===== src/rtl/rbe_tcdm_port_aligner.sv =====
// Splits the RBE lock-step wide TCDM access into MP independently handshaked
// 32-bit ports and realigns skewed per-port read responses into one wide beat.
module rbe_tcdm_port_aligner #(
  parameter int unsigned MP    = 4,
  parameter int unsigned DEPTH = 2,
  parameter int unsigned AW    = 32
) (
  input  logic              clk_i,
  input  logic              rst_i,
  input  logic              clear_i,
  input  logic              in_req,
  output logic              in_gnt,
  input  logic [AW-1:0]     in_add,
  input  logic              in_wen,
  input  logic [4*MP-1:0]   in_be,
  input  logic [32*MP-1:0]  in_data,
  output logic [32*MP-1:0]  in_r_data,
  output logic              in_r_valid,
  output logic [MP-1:0]     out_req,
  input  logic [MP-1:0]     out_gnt,
  output logic [MP*AW-1:0]  out_add,
  output logic [MP-1:0]     out_wen,
  output logic [MP*4-1:0]   out_be,
  output logic [MP*32-1:0]  out_data,
  input  logic [MP*32-1:0]  out_r_data,
  input  logic [MP-1:0]     out_r_valid,
  output logic              busy_o,
  output logic              err_o
);

  localparam int unsigned CW = $clog2(DEPTH + 1);
  localparam int unsigned PW = (DEPTH > 1) ? $clog2(DEPTH) : 1;
  localparam logic [CW-1:0] DEPTH_C  = CW'(DEPTH);
  localparam logic [PW-1:0] LAST_PTR = PW'(DEPTH - 1);

  logic [MP-1:0] granted_q;
  logic [CW-1:0] cnt_q;
  logic          busy_q;
  logic          err_q;

  logic          can_issue;
  logic          all_g;
  logic [MP-1:0] port_req;
  logic [MP-1:0] fifo_valid;
  logic [MP-1:0] err_set;
  logic          cnt_inc;
  logic          cnt_dec;

  // Reads need a free response slot; writes never consume a credit.
  assign can_issue = ~in_wen | (cnt_q < DEPTH_C);
  assign port_req  = {MP{in_req & can_issue}} & ~granted_q;
  assign all_g     = &(granted_q | (port_req & out_gnt));
  assign in_gnt    = in_req & can_issue & all_g;

  assign out_req    = port_req;
  assign out_wen    = {MP{in_wen}};
  assign out_be     = in_be;
  assign out_data   = in_data;
  assign in_r_valid = &fifo_valid;
  assign busy_o     = busy_q;
  assign err_o      = err_q;

  assign cnt_inc = in_gnt & in_wen;
  // A pop can be caused by stray pushes with no read outstanding; never underflow.
  assign cnt_dec = in_r_valid & (cnt_q != '0);

  // NOTE: sequential state uses non-blocking assignments so every register
  // samples pre-edge values regardless of process ordering.
  always_ff @(posedge clk_i or posedge rst_i) begin
    if (rst_i) begin
      granted_q <= '0;
      cnt_q     <= '0;
      busy_q    <= 1'b0;
      err_q     <= 1'b0;
    end else if (clear_i) begin
      granted_q <= '0;
      cnt_q     <= '0;
      busy_q    <= 1'b0;
      err_q     <= 1'b0;
    end else begin
      if (in_gnt) granted_q <= '0;
      else        granted_q <= granted_q | (port_req & out_gnt);

      case ({cnt_inc, cnt_dec})
        2'b10:   if (cnt_q < DEPTH_C) cnt_q <= cnt_q + 1'b1;
        2'b01:   cnt_q <= cnt_q - 1'b1;
        default: cnt_q <= cnt_q;
      endcase

      busy_q <= in_req | (cnt_q != '0) | (|granted_q);
      err_q  <= err_q | (|err_set);
    end
  end

  for (genvar i = 0; i < MP; i++) begin : g_port
    logic [31:0]   mem [DEPTH];
    logic [PW-1:0] wptr_q;
    logic [PW-1:0] rptr_q;
    logic [CW-1:0] fill_q;
    logic          push;
    logic          pop;
    logic          full;
    logic          empty;

    assign out_add[i*AW +: AW] = in_add + AW'(4 * i);

    assign empty = (fill_q == '0);
    assign full  = (fill_q == DEPTH_C);
    assign pop   = in_r_valid;
    // A full FIFO still accepts a push when it is popped in the same cycle.
    assign push  = out_r_valid[i] & (~full | pop);

    assign err_set[i]    = out_r_valid[i] & ((full & ~pop) | (empty & (cnt_q == '0)));
    assign fifo_valid[i] = ~empty;
    assign in_r_data[32*i +: 32] = mem[rptr_q];

    // NOTE: the data array carries no reset; validity lives in fill_q/pointers,
    // so stale contents are never presented as a response.
    always_ff @(posedge clk_i) begin
      if (push) mem[wptr_q] <= out_r_data[32*i +: 32];
    end

    always_ff @(posedge clk_i or posedge rst_i) begin
      if (rst_i) begin
        wptr_q <= '0;
        rptr_q <= '0;
        fill_q <= '0;
      end else if (clear_i) begin
        wptr_q <= '0;
        rptr_q <= '0;
        fill_q <= '0;
      end else begin
        if (push) wptr_q <= (wptr_q == LAST_PTR) ? '0 : wptr_q + 1'b1;
        if (pop)  rptr_q <= (rptr_q == LAST_PTR) ? '0 : rptr_q + 1'b1;
        case ({push, pop})
          2'b10:   fill_q <= fill_q + 1'b1;
          2'b01:   fill_q <= fill_q - 1'b1;
          default: fill_q <= fill_q;
        endcase
      end
    end
  end

endmodule


===== config.mk =====
export PLATFORM = sky130hd
export DESIGN_NAME = rbe_tcdm_port_aligner
export DESIGN_NICKNAME = d
export VERILOG_FILES = /design/src/rtl/rbe_tcdm_port_aligner.sv
export SDC_FILE = /design/constraint.sdc
export NUM_CORES = 1
export LEC_CHECK = 0
export BUFFER_PORTS_ARGS = -buffer_cell sky130_fd_sc_hd__buf_2
export CAP_MARGIN = 30
export CORE_AREA = 2 2 282 284
export CTS_BUF_LIST = sky130_fd_sc_hd__clkbuf_8
export DETAILED_ROUTE_END_ITERATION = 7
export DIE_AREA = 0 0 284 286
export GPL_TIMING_DRIVEN = 0
export SETUP_SLACK_MARGIN = 0.4
export SLEW_MARGIN = 20
export SYNTH_ARGS = -nofsm -noshare
export SYNTH_HDL_FRONTEND = slang
export SYNTH_SLANG_ARGS = --single-unit

===== constraint.sdc =====
create_clock -name clk_i -period 3.3 [get_ports clk_i]
set_input_delay 0.165 -clock clk_i [delete_from_list [all_inputs] [get_ports clk_i]]
set_output_delay 0.165 -clock clk_i [all_outputs]
set_load 0.1 [all_outputs]

==> results_dict.tcl, run 1 <==
set metrics [dict create \
    drcViolationCount 0 \
    track_usage 0.122 \
    die-area_sq_um 81200 \
    htreeDepth 2 \
    critical_path.endpoint_type "output pin" \
    area_growth_pct 50.5 \
    period_needed_ps 2780 \
    die_w_um 284 \
    hp-class "in -> reg" \
    critPathTopFamily "buffers and inverters" \
    grt_pass1_wl_um 73600 \
    slowest_stage "buf_4" \
    min_period_over_period 0.844 \
    rr_worst_depth 7 \
    vias_per_cell 3.71 \
    firstDrtPassIters 4 \
    nets 2092 \
    tightest_slew_ps 703 \
    fill_cells 8237 \
    vdd_drop_max_mv 0.505 \
    layout-drive-gt1-share 0.580 \
    postRouteAntennaNets 0 \
    root_buffer "clkbuf_8" \
    synth_flop_cell "edfxtp_1" \
    syn_inst 1008 \
    holdPathStages 3 \
    max-cap-violations 0 \
    setup_viol 0 \
    p_leak_nw 8.59 \
    drtIter0Drc 349 \
    combinationalPowerShare 0.347 \
    numPortBuffers 566 \
    core_sq_um 78400 \
    ys_seq_elements 280 \
    slew_viol_final 0 \
    crit_type "in -> out" \
    final_core_util 0.265 \
    intPower_mw 6.56 \
    clk_path_buf_depth 3 \
    synth.distinct_cells 50 \
    start_util 0.176 \
    grt_max_degree 25 \
    syn-cell-area_sq_um 13800 \
    crit_cells 10 \
    place_congestion 0.927 \
    path_clk_slew_ps 60 \
    syn_nets 1329 \
    cts_tree "yes" \
    p_sw_mw 4.52 \
    cts_buffers 45 \
    clock_latency_ps 590 \
    synth_edf_count 256 \
    hold_viol 0 \
    grt_setup_unrepaired "false" \
    tns_ps 0 \
    critPathLaunchType "input port" \
    maxSlewHeadroom 0.534 \
    p_per_area_nw_per_um2 534 \
    vias 10600 \
    dpl.hpwl_um 42800 \
    timing.fmax_mhz 359 \
    yosysSeqAreaShare 0.601 \
    async_reset_ff_frac 0.0857 \
    max_stage_delay_ps 330 \
    share_seq_of_total_power 0.378 \
    worstPathCellList "buf_2 -> inv_1 -> ha_1 -> clkbuf_1 -> nand3b_1 -> nor4_4 -> buf_4 -> nand3_1 -> xnor2_2 -> buf_4" \
    crit_required_ps 3130 \
    worst_path_most_repeated_cell "buf_4" \
    die_h_um 286 \
    syn_avg_cell_area_sq_um 13.7 \
    io_pins 729 \
    synth_warnings 0 \
    fin_skew_ps 53.4 \
    status "finished, final reports clean" \
    overflow 0 \
    wl_um 52700 \
    power.clock.fraction 0.274 \
    first_global_vias 11000 \
    worst-path-buf-inv 5 \
    clkSinkCount 280 \
    sw_frac_of_total 0.408 \
    std_cell_rows 103 \
    antenna_found_initial 4 \
    wire_per_inst_um 18.5 \
    critPathArrivalTime_ps 2620 \
    fin_worst_hold_slack_ps 116 \
    crit_path_max_fanout 10 \
]
==> worst min-delay path: stages <==
cell	delay, ps
clkbuf_1	220
nor2_1	150
mux2_2	140
==> kinds of logic after synthesis <==
logic type	count (synthesis)	synth area share
adders and majority gates	4	0.00363
xor gates and xnor gates	87	0.0553
and+or+nand+nor	195	0.0825
buffers and inverters	260	0.125
muxes	134	0.109
AOI/OAI and AO/OA	48	0.0231
DFF	280	0.601
==> state kept, by name, summed over array words and instances (netlist names) <==
register       cells
granted_q          4
g_port.wptr_q      4
g_port.fill_q      8
g_port.rptr_q      4
cnt_q              2
g_port.mem       256
err_o              1
busy_o             1
==> cells in the final DEF, fill, tap and decap left out, types with 11 or more instances in the layout <==
master / Yosys / layout
nand2_1: 33 / 33
buf_2: 21 / 582
xor2_1: 25 / 17
nor2_1: 55 / 45
clkbuf_8: 0 / 47
mux2_2: 132 / 132
nand3_1: 26 / 26
buf_4: 192 / 195
clkbuf_1: 25 / 22
a21oi_1: 11 / 11
edfxtp_1: 256 / 256
dlygate4sd3_1: 0 / 139
inv_1: 18 / 31
xnor2_2: 0 / 15
nand4_1: 20 / 20
dfrtp_1: 24 / 24
xnor2_1: 62 / 47
nor3_1: 18 / 18
==> routing by layer <==
metal  GRT usage  part of all wire  vias up
li1            -                 -     4965
met1       0.131              0.37     5051
met2       0.227              0.52      509
met3      0.0309             0.073       88
met4      0.0526             0.040        4
met5           0           0.00046        -
==> power by group through the flow <==
stage | clock network, mW | logic [mW] | registers, mW
after global routing | 3.29 | 3.97 | 4.21
after global placement | 0 | 3.66 | 4.27
final | 3.04 | 3.85 | 4.19
after CTS | 3.15 | 3.87 | 4.19
after floorplan | 0 | 3.00 | 4.27
after detailed placement | 0 | 3.73 | 4.27
==> cell usage after synthesis (11+ instances only) <==
cell type,number,area share
clkbuf_1,25,0.0068
nor3_1,18,0.0065
xor2_1,25,0.016
edfxtp_1,256,0.56
mux2_2,132,0.11
nor2_1,55,0.015
nand3_1,26,0.0094
xnor2_1,62,0.039
nand2_1,33,0.0090
buf_2,21,0.0076
dfrtp_1,24,0.044
a21oi_1,11,0.0040
buf_4,192,0.10
nand4_1,20,0.0091
inv_1,18,0.0049
==> worst paths after layout <==
check | start | end | slack [ps]
worst max register to register | g_port[1].fill_q[1]$_DFFE_PP0P_ | g_port[0].mem[1][0]$_DFFE_PP_ | 970
worst min-delay path | clear_i | g_port[1].wptr_q$_DFFE_PP0P_ | 120
worst min register to register | err_o$_DFF_PP0_ | err_o$_DFF_PP0_ | 560
worst max-delay path | in_add[3] | out_add[120] | 520
max in group asynchronous | rst_i | g_port[1].rptr_q$_DFFE_PP0P_ | 2650
min in group asynchronous | rst_i | g_port[2].fill_q[1]$_DFFE_PP0P_ | 150
==> stage by stage <==
step	cell area, sq um	setup WS, ps	cells	total power [mW]
final	20800	515	2858	11.1
after global routing	20800	412	2857	11.5
after CTS	20700	404	2852	11.2
after detailed placement	18400	291	2633	8.00
after global placement	18100	-661	2624	7.93
after floorplan	14000	384	1008	7.27
==> cell type report <==
| class | instances | area (sq um) | area share |
|---|---|---|---|
| flip-flops and latches | 280 | 8290 | 0.399 |
| well taps | 1050 | 1310 | 0.0633 |
| clock inverters | 33 | 270 | 0.0130 |
| plain buffers | 241 | 1660 | 0.0798 |
| clock buffers | 47 | 647 | 0.0312 |
| repair buffers | 716 | 4470 | 0.215 |
| multi-input cells | 468 | 4030 | 0.194 |
| diodes | 4 | 10.0 | 0.000482 |
| inverters | 19 | 73.8 | 0.00356 |
==> what timing repair did <==
item / CTS / global route
setup buffers: 0 / 2
hold endpoints to repair: 294 / 0
setup endpoints to repair: 11 / 13
hold buffers: 139 / 0
pin swaps: 0 / 1
gates resized for setup: 4 / 8
Note: power is estimated with default switching activity, not from simulation.
==> run 2: changes to the inputs <==
==> constraint.sdc (replaced) <==
create_clock -name clk_i -period 2.5 [get_ports clk_i]
set_input_delay 0.125 -clock clk_i [delete_from_list [all_inputs] [get_ports clk_i]]
set_output_delay 0.125 -clock clk_i [all_outputs]
set_load 0.1 [all_outputs]
==> run 2 against run 1 <==
Sequential power is 32% higher. First-iteration DRC count is 22% higher. Global-route usage is 0.59 points lower. Setup slack worse by 130 ps. Cell count is 0.80% higher. Power is 31% higher. Clock power is 15% higher. Utilization is 2.5 points higher.
==> results_dict.tcl, run 2 (synthesis results as in run 1) <==
set metrics [dict create \
    firstDrtPassIters 4 \
    vdd_drop_max_mv 0.497 \
    clock_latency_ps 570 \
    crit_type "in -> out" \
    vias_per_cell 3.72 \
    crit_required_ps 2380 \
    tightest_slew_ps 690 \
    overflow 0 \
    layout-drive-gt1-share 0.639 \
    io_pins 729 \
    p_per_area_nw_per_um2 636 \
    tns_ps 0 \
    r2r_end "g_port[2].mem[1][9]$_DFFE_PP_" \
    numPortBuffers 566 \
    timing.fmax_mhz 473 \
    setup_viol 0 \
    fin_worst_hold_slack_ps 90.3 \
    postRouteAntennaNets 0 \
    final_core_util 0.290 \
    status "finished, final reports clean" \
    area_growth_pct 65.0 \
    min_period_over_period 0.845 \
    drcViolationCount 0 \
    hold_viol 0 \
    clk_path_buf_depth 3 \
    grt_setup_unrepaired "true" \
    period_needed_ps 2110 \
    die_h_um 286 \
    grt_pass1_wl_um 71100 \
    clkSinkCount 280 \
    hold_start "clear_i" \
    fin_skew_ps 33.4 \
    place_congestion 0.926 \
    p_leak_nw 9.38 \
    layout_common_cells "buf_2 (412), buf_4 (356), edfxtp_1 (256)" \
    max-cap-violations 0 \
    largest_register_ffs 256 \
    grt_max_degree 23 \
    critPathArrivalTime_ps 1990 \
    cts_buffers 44 \
    slew_viol_final 0 \
    hp-class "in -> reg" \
    dpl.hpwl_um 39100 \
    start_util 0.176 \
    antenna_found_initial 5 \
    wire_per_inst_um 17.4 \
    critical_path.endpoint_type "output pin" \
    htreeDepth 2 \
    mostFrequentLayoutCell "buf_2" \
    core_sq_um 78400 \
    maxSlewHeadroom 0.543 \
    hold_path_end "g_port[1].wptr_q$_DFFE_PP0P_" \
    rr_worst_depth 7 \
    first_global_vias 11000 \
    r2r_slack_ps 500 \
    critPathLaunchType "input port" \
    vias 10700 \
    crit_path_max_fanout 7 \
    die_w_um 284 \
    path_clk_slew_ps 60 \
    cts_tree "yes" \
    nets 2127 \
    regMostFlops "g_port.mem" \
    std_cell_rows 103 \
    track_usage 0.116 \
    r2r-start "g_port[2].fill_q[1]$_DFFE_PP0P_" \
    die-area_sq_um 81200 \
    reg.largest.list "g_port.mem: 256 flops, g_port.fill_q: 8 flops" \
    holdPathStages 3 \
    drtIter0Drc 425 \
    wl_um 50100 \
    root_buffer "clkbuf_8" \
]
-- run 2: cell types whose count changed in the layout (fill, tap and decap cells not counted), moves of 12 or more --
cell / delta
xor2_1: -12
xnor2_1: -37
buf_4: +161
buf_6: +28
clkbuf_4: +14
buf_2: -170
xnor2_4: +36
clkbuf_1: -20
-- run 2: how the worst max path moves through the flow --
stage,startpoint,endpoint,slack (ps)
after global placement,in_add[3],out_add[89],-440
final,in_add[13],out_add[56],390
after CTS,g_port[2].rptr_q$_DFFE_PP0P_,in_r_data[75],360
after detailed placement,in_add[3],out_add[89],-400
after global routing,in_add[4],out_add[55],380
after floorplan,in_add[3],out_add[49],-150
-- run 2: repair_timing --
item,in CTS,in global routing
hold buffers,139,0
gates resized for setup,266,60
pin swaps,23,10
endpoints found under the setup margin,382,193
buffers inserted,30,8
cloned,0,0
endpoints found under the hold margin,288,0
-- run 2: power by group --
| group | internal [mW] | leakage [nW] | switching [mW] |
|---|---|---|---|
| Combinational | 1.30 | 6.25 | 4.12 |
| Clock | 1.75 | 0.420 | 1.76 |
| Sequential | 5.46 | 2.71 | 0.0701 |
-- run 2: metal layers --
layer / share of wire / GRT usage / vias to the layer above / wire (um)
li1: - / - / 5020 / -
met2: 0.53 / 0.222 / 499 / 26600
met1: 0.35 / 0.120 / 5119 / 17500
met3: 0.091 / 0.0379 / 78 / 4570
met5: 0.00052 / 0 / - / 26
met4: 0.027 / 0.0358 / 4 / 1340
-- run 2: area by class of cell --
type	instances	area [sq um]
multi-input cells	468	5050
fillers	7995	55600
repair buffers	752	5370
clock buffers	44	606
inverters	19	80.1
flip-flops and latches	280	8290
clock inverters	26	155
diodes	1	2.50
plain buffers	241	1890
well taps	1050	1310
-- run 2: worst max-delay path, cell delays in order --
cell     delay (ps)
buf_2           300
nand2_2         270
nor3_4          310
nand4_1         440
xnor2_4         270
buf_6           250
-- run 2: per-stage QoR --
stage	setup slack, ps	power [mW]	cell area (sq um)	std cells
3_5_place_dp	-404	10.6	19300	2633
4_1_cts	363	14.6	22500	2872
3_3_place_gp	-436	10.6	19100	2624
6_report	387	14.5	22800	2881
2_1_floorplan	-145	9.70	14900	1008
5_1_grt	375	15.0	22700	2880
==> run 3: changes to the inputs <==
==> constraint.sdc (replaced) <==
create_clock -name clk_i -period 1.9 [get_ports clk_i]
set_input_delay 0.095 -clock clk_i [delete_from_list [all_inputs] [get_ports clk_i]]
set_output_delay 0.095 -clock clk_i [all_outputs]
set_load 0.1 [all_outputs]
==> run 3 against run 2 <==
The flow now finishes with violations (setup timing). Power rose by 44%. Design area rose by 27%. Worst hold slack got worse by 10 ps. Die area did not move. Utilization rose by 7.7 points. Via count rose by 13%. Clock skew rose by 7.0 ps. Clock power rose by 32%. Combinational power rose by 63%.
==> results_dict.tcl, run 3 (synthesis results as in run 1) <==
set metrics [dict create \
    core_sq_um 78400 \
    multi_input_area_sq_um 6550 \
    p_leak_nw 12.0 \
    largest_register_ffs 256 \
    track_usage 0.130 \
    tns_ps -165 \
    grt_max_degree 25 \
    r2r_end "g_port[3].mem[0][7]$_DFFE_PP_" \
    die-area_sq_um 81200 \
    register_area_sq_um 8290 \
    fin_area_sq_um 28800 \
    status "complete, but fails checks" \
    dpl.hpwl_um 37100 \
    final_core_util 0.368 \
    maxSlewHeadroom 0.510 \
    grt_setup_unrepaired "true" \
    period_needed_ps 1940 \
    firstDrtPassIters 7 \
    area_growth_pct 109 \
    clkSinkCount 280 \
    r2r_slack_ps 40 \
    violations "setup timing" \
    root_buffer "clkbuf_8" \
    std_cell_rows 103 \
    fin_worst_hold_slack_ps 80.0 \
    pre_cts_ws_ps -1020 \
    critPathArrivalTime_ps 1840 \
    place_congestion 0.910 \
    r2r-start "g_port[2].fill_q[0]$_DFFE_PP0P_" \
    postRouteAntennaNets 0 \
    first_global_vias 12900 \
    nets 2288 \
    io_pins 729 \
    die_h_um 286 \
    path_clk_slew_ps 70 \
    vias 12100 \
    regMostFlops "g_port.mem" \
    cts_buffers 43 \
    crit_type "in -> out" \
    start_util 0.176 \
    drtIter0Drc 561 \
    tightest_slew_ps 734 \
    hold_start "clear_i" \
    fill_cells 7096 \
    numPortBuffers 566 \
    layout-drive-gt1-share 0.704 \
    timing.fmax_mhz 516 \
    reg.largest.list "g_port.mem: 256 flops, g_port.fill_q: 8 flops" \
    htreeDepth 2 \
    crit_path_max_fanout 7 \
    min_period_over_period 1.02 \
    layout_common_cells "buf_2 (353), buf_4 (313), edfxtp_1 (256)" \
    postPlaceCellArea_sq_um 20300 \
    crit_required_ps 1800 \
    critical_path.endpoint_type "output pin" \
    rr_worst_depth 8 \
    max-cap-violations 0 \
    clock_latency_ps 580 \
    drcViolationCount 0 \
    wire_per_inst_um 19.5 \
    cts_tree "yes" \
    grt_pass1_wl_um 81000 \
    critPathLaunchType "input port" \
    vias_per_cell 3.98 \
    antenna_found_initial 3 \
    fin_skew_ps 40.4 \
    slew_viol_final 0 \
    hold_viol 0 \
    p_per_area_nw_per_um2 722 \
    overflow 0 \
    die_w_um 284 \
    setup_viol 14 \
    hp-class "in -> reg" \
    mostFrequentLayoutCell "buf_2" \
    wl_um 59500 \
    holdPathStages 3 \
    vdd_drop_max_mv 0.575 \
    clk_path_buf_depth 3 \
    setup_ws_ps -38.0 \
    hold_path_end "g_port[2].wptr_q$_DFFE_PP0P_" \
]
## run 3: changes by cell type in the layout (fill, tap and decap cells not counted), moves of 18 or more
cell | previous run | this run
mux2_4 | 0 | 107
buf_4 | 356 | 313
nor2_4 | 13 | 32
clkbuf_4 | 18 | 0
buf_12 | 12 | 214
mux2_2 | 132 | 25
buf_6 | 28 | 68
nand3_1 | 23 | 5
clkbuf_16 | 2 | 24
buf_2 | 412 | 353
## run 3: per-layer routing
metal | part of all wire | track usage | wire, um | vias up
li1 | - | - | - | 5374
met1 | 0.35 | 0.133 | 20800 | 6036
met2 | 0.54 | 0.247 | 31900 | 615
met3 | 0.076 | 0.0380 | 4550 | 108
met4 | 0.038 | 0.0487 | 2240 | 0
met5 | 0 | 0 | 0 | -
## run 3: what timing repair did
action / 4_1_cts / 5_1_grt
hold buffers: 139 / 0
endpoints found under the hold margin: 301 / 0
pin swaps: 78 / 46
setup buffers: 124 / 60
gates resized for setup: 858 / 250
cloned: 20 / 2
setup endpoints to repair: 487 / 486
## run 3: worst max-delay path by stage
stage	startpoint	to	slack [ps]	cells after the start
after floorplan	in_add[3]	out_add[112]	-610	6
after global placement	in_add[3]	out_add[114]	-970	9
after detailed placement	in_add[3]	out_add[114]	-1020	9
after CTS	g_port[1].rptr_q$_DFFE_PP0P_	in_r_data[54]	-90	4
after global routing	g_port[1].rptr_q$_DFFE_PP0P_	in_r_data[49]	-80	4
final	in_add[3]	out_add[112]	-40	10
## run 3: critical path, stage by stage
cell and delay [ps]:
buf_16 110, clkinvlp_4 110, ha_4 170, clkbuf_16 160, nand3b_1 200, nor4_4 240, buf_6 210, buf_6 130
xor2_4 180, buf_12 200
## run 3: cell type report
cell class | instances | share of cell area
antenna | 3 | 0.000261
buffer | 241 | 0.0823
clock buffer | 45 | 0.0215
clock inverter | 28 | 0.00495
inverter | 19 | 0.00343
multi-input combinational | 474 | 0.227
sequential | 280 | 0.288
tap | 1050 | 0.0456
timing repair buffer | 908 | 0.327
## run 3: per-stage QoR
step,std cells,total power [mW]
3_5_place_dp,2627,14.1
5_1_grt,3048,21.5
4_1_cts,2983,20.4
2_1_floorplan,1008,13.0
6_report,3048,20.8
3_3_place_gp,2624,14.0
## run 3: where the power goes
part / total, mW / internal, mW / leakage, nW / switching, mW
clock network: 4.65 / 2.23 / 0.425 / 2.42
registers: 7.32 / 7.19 / 2.71 / 0.137
logic: 8.84 / 2.97 / 8.91 / 5.87
total: 20.8 / 12.4 / 12.0 / 8.43
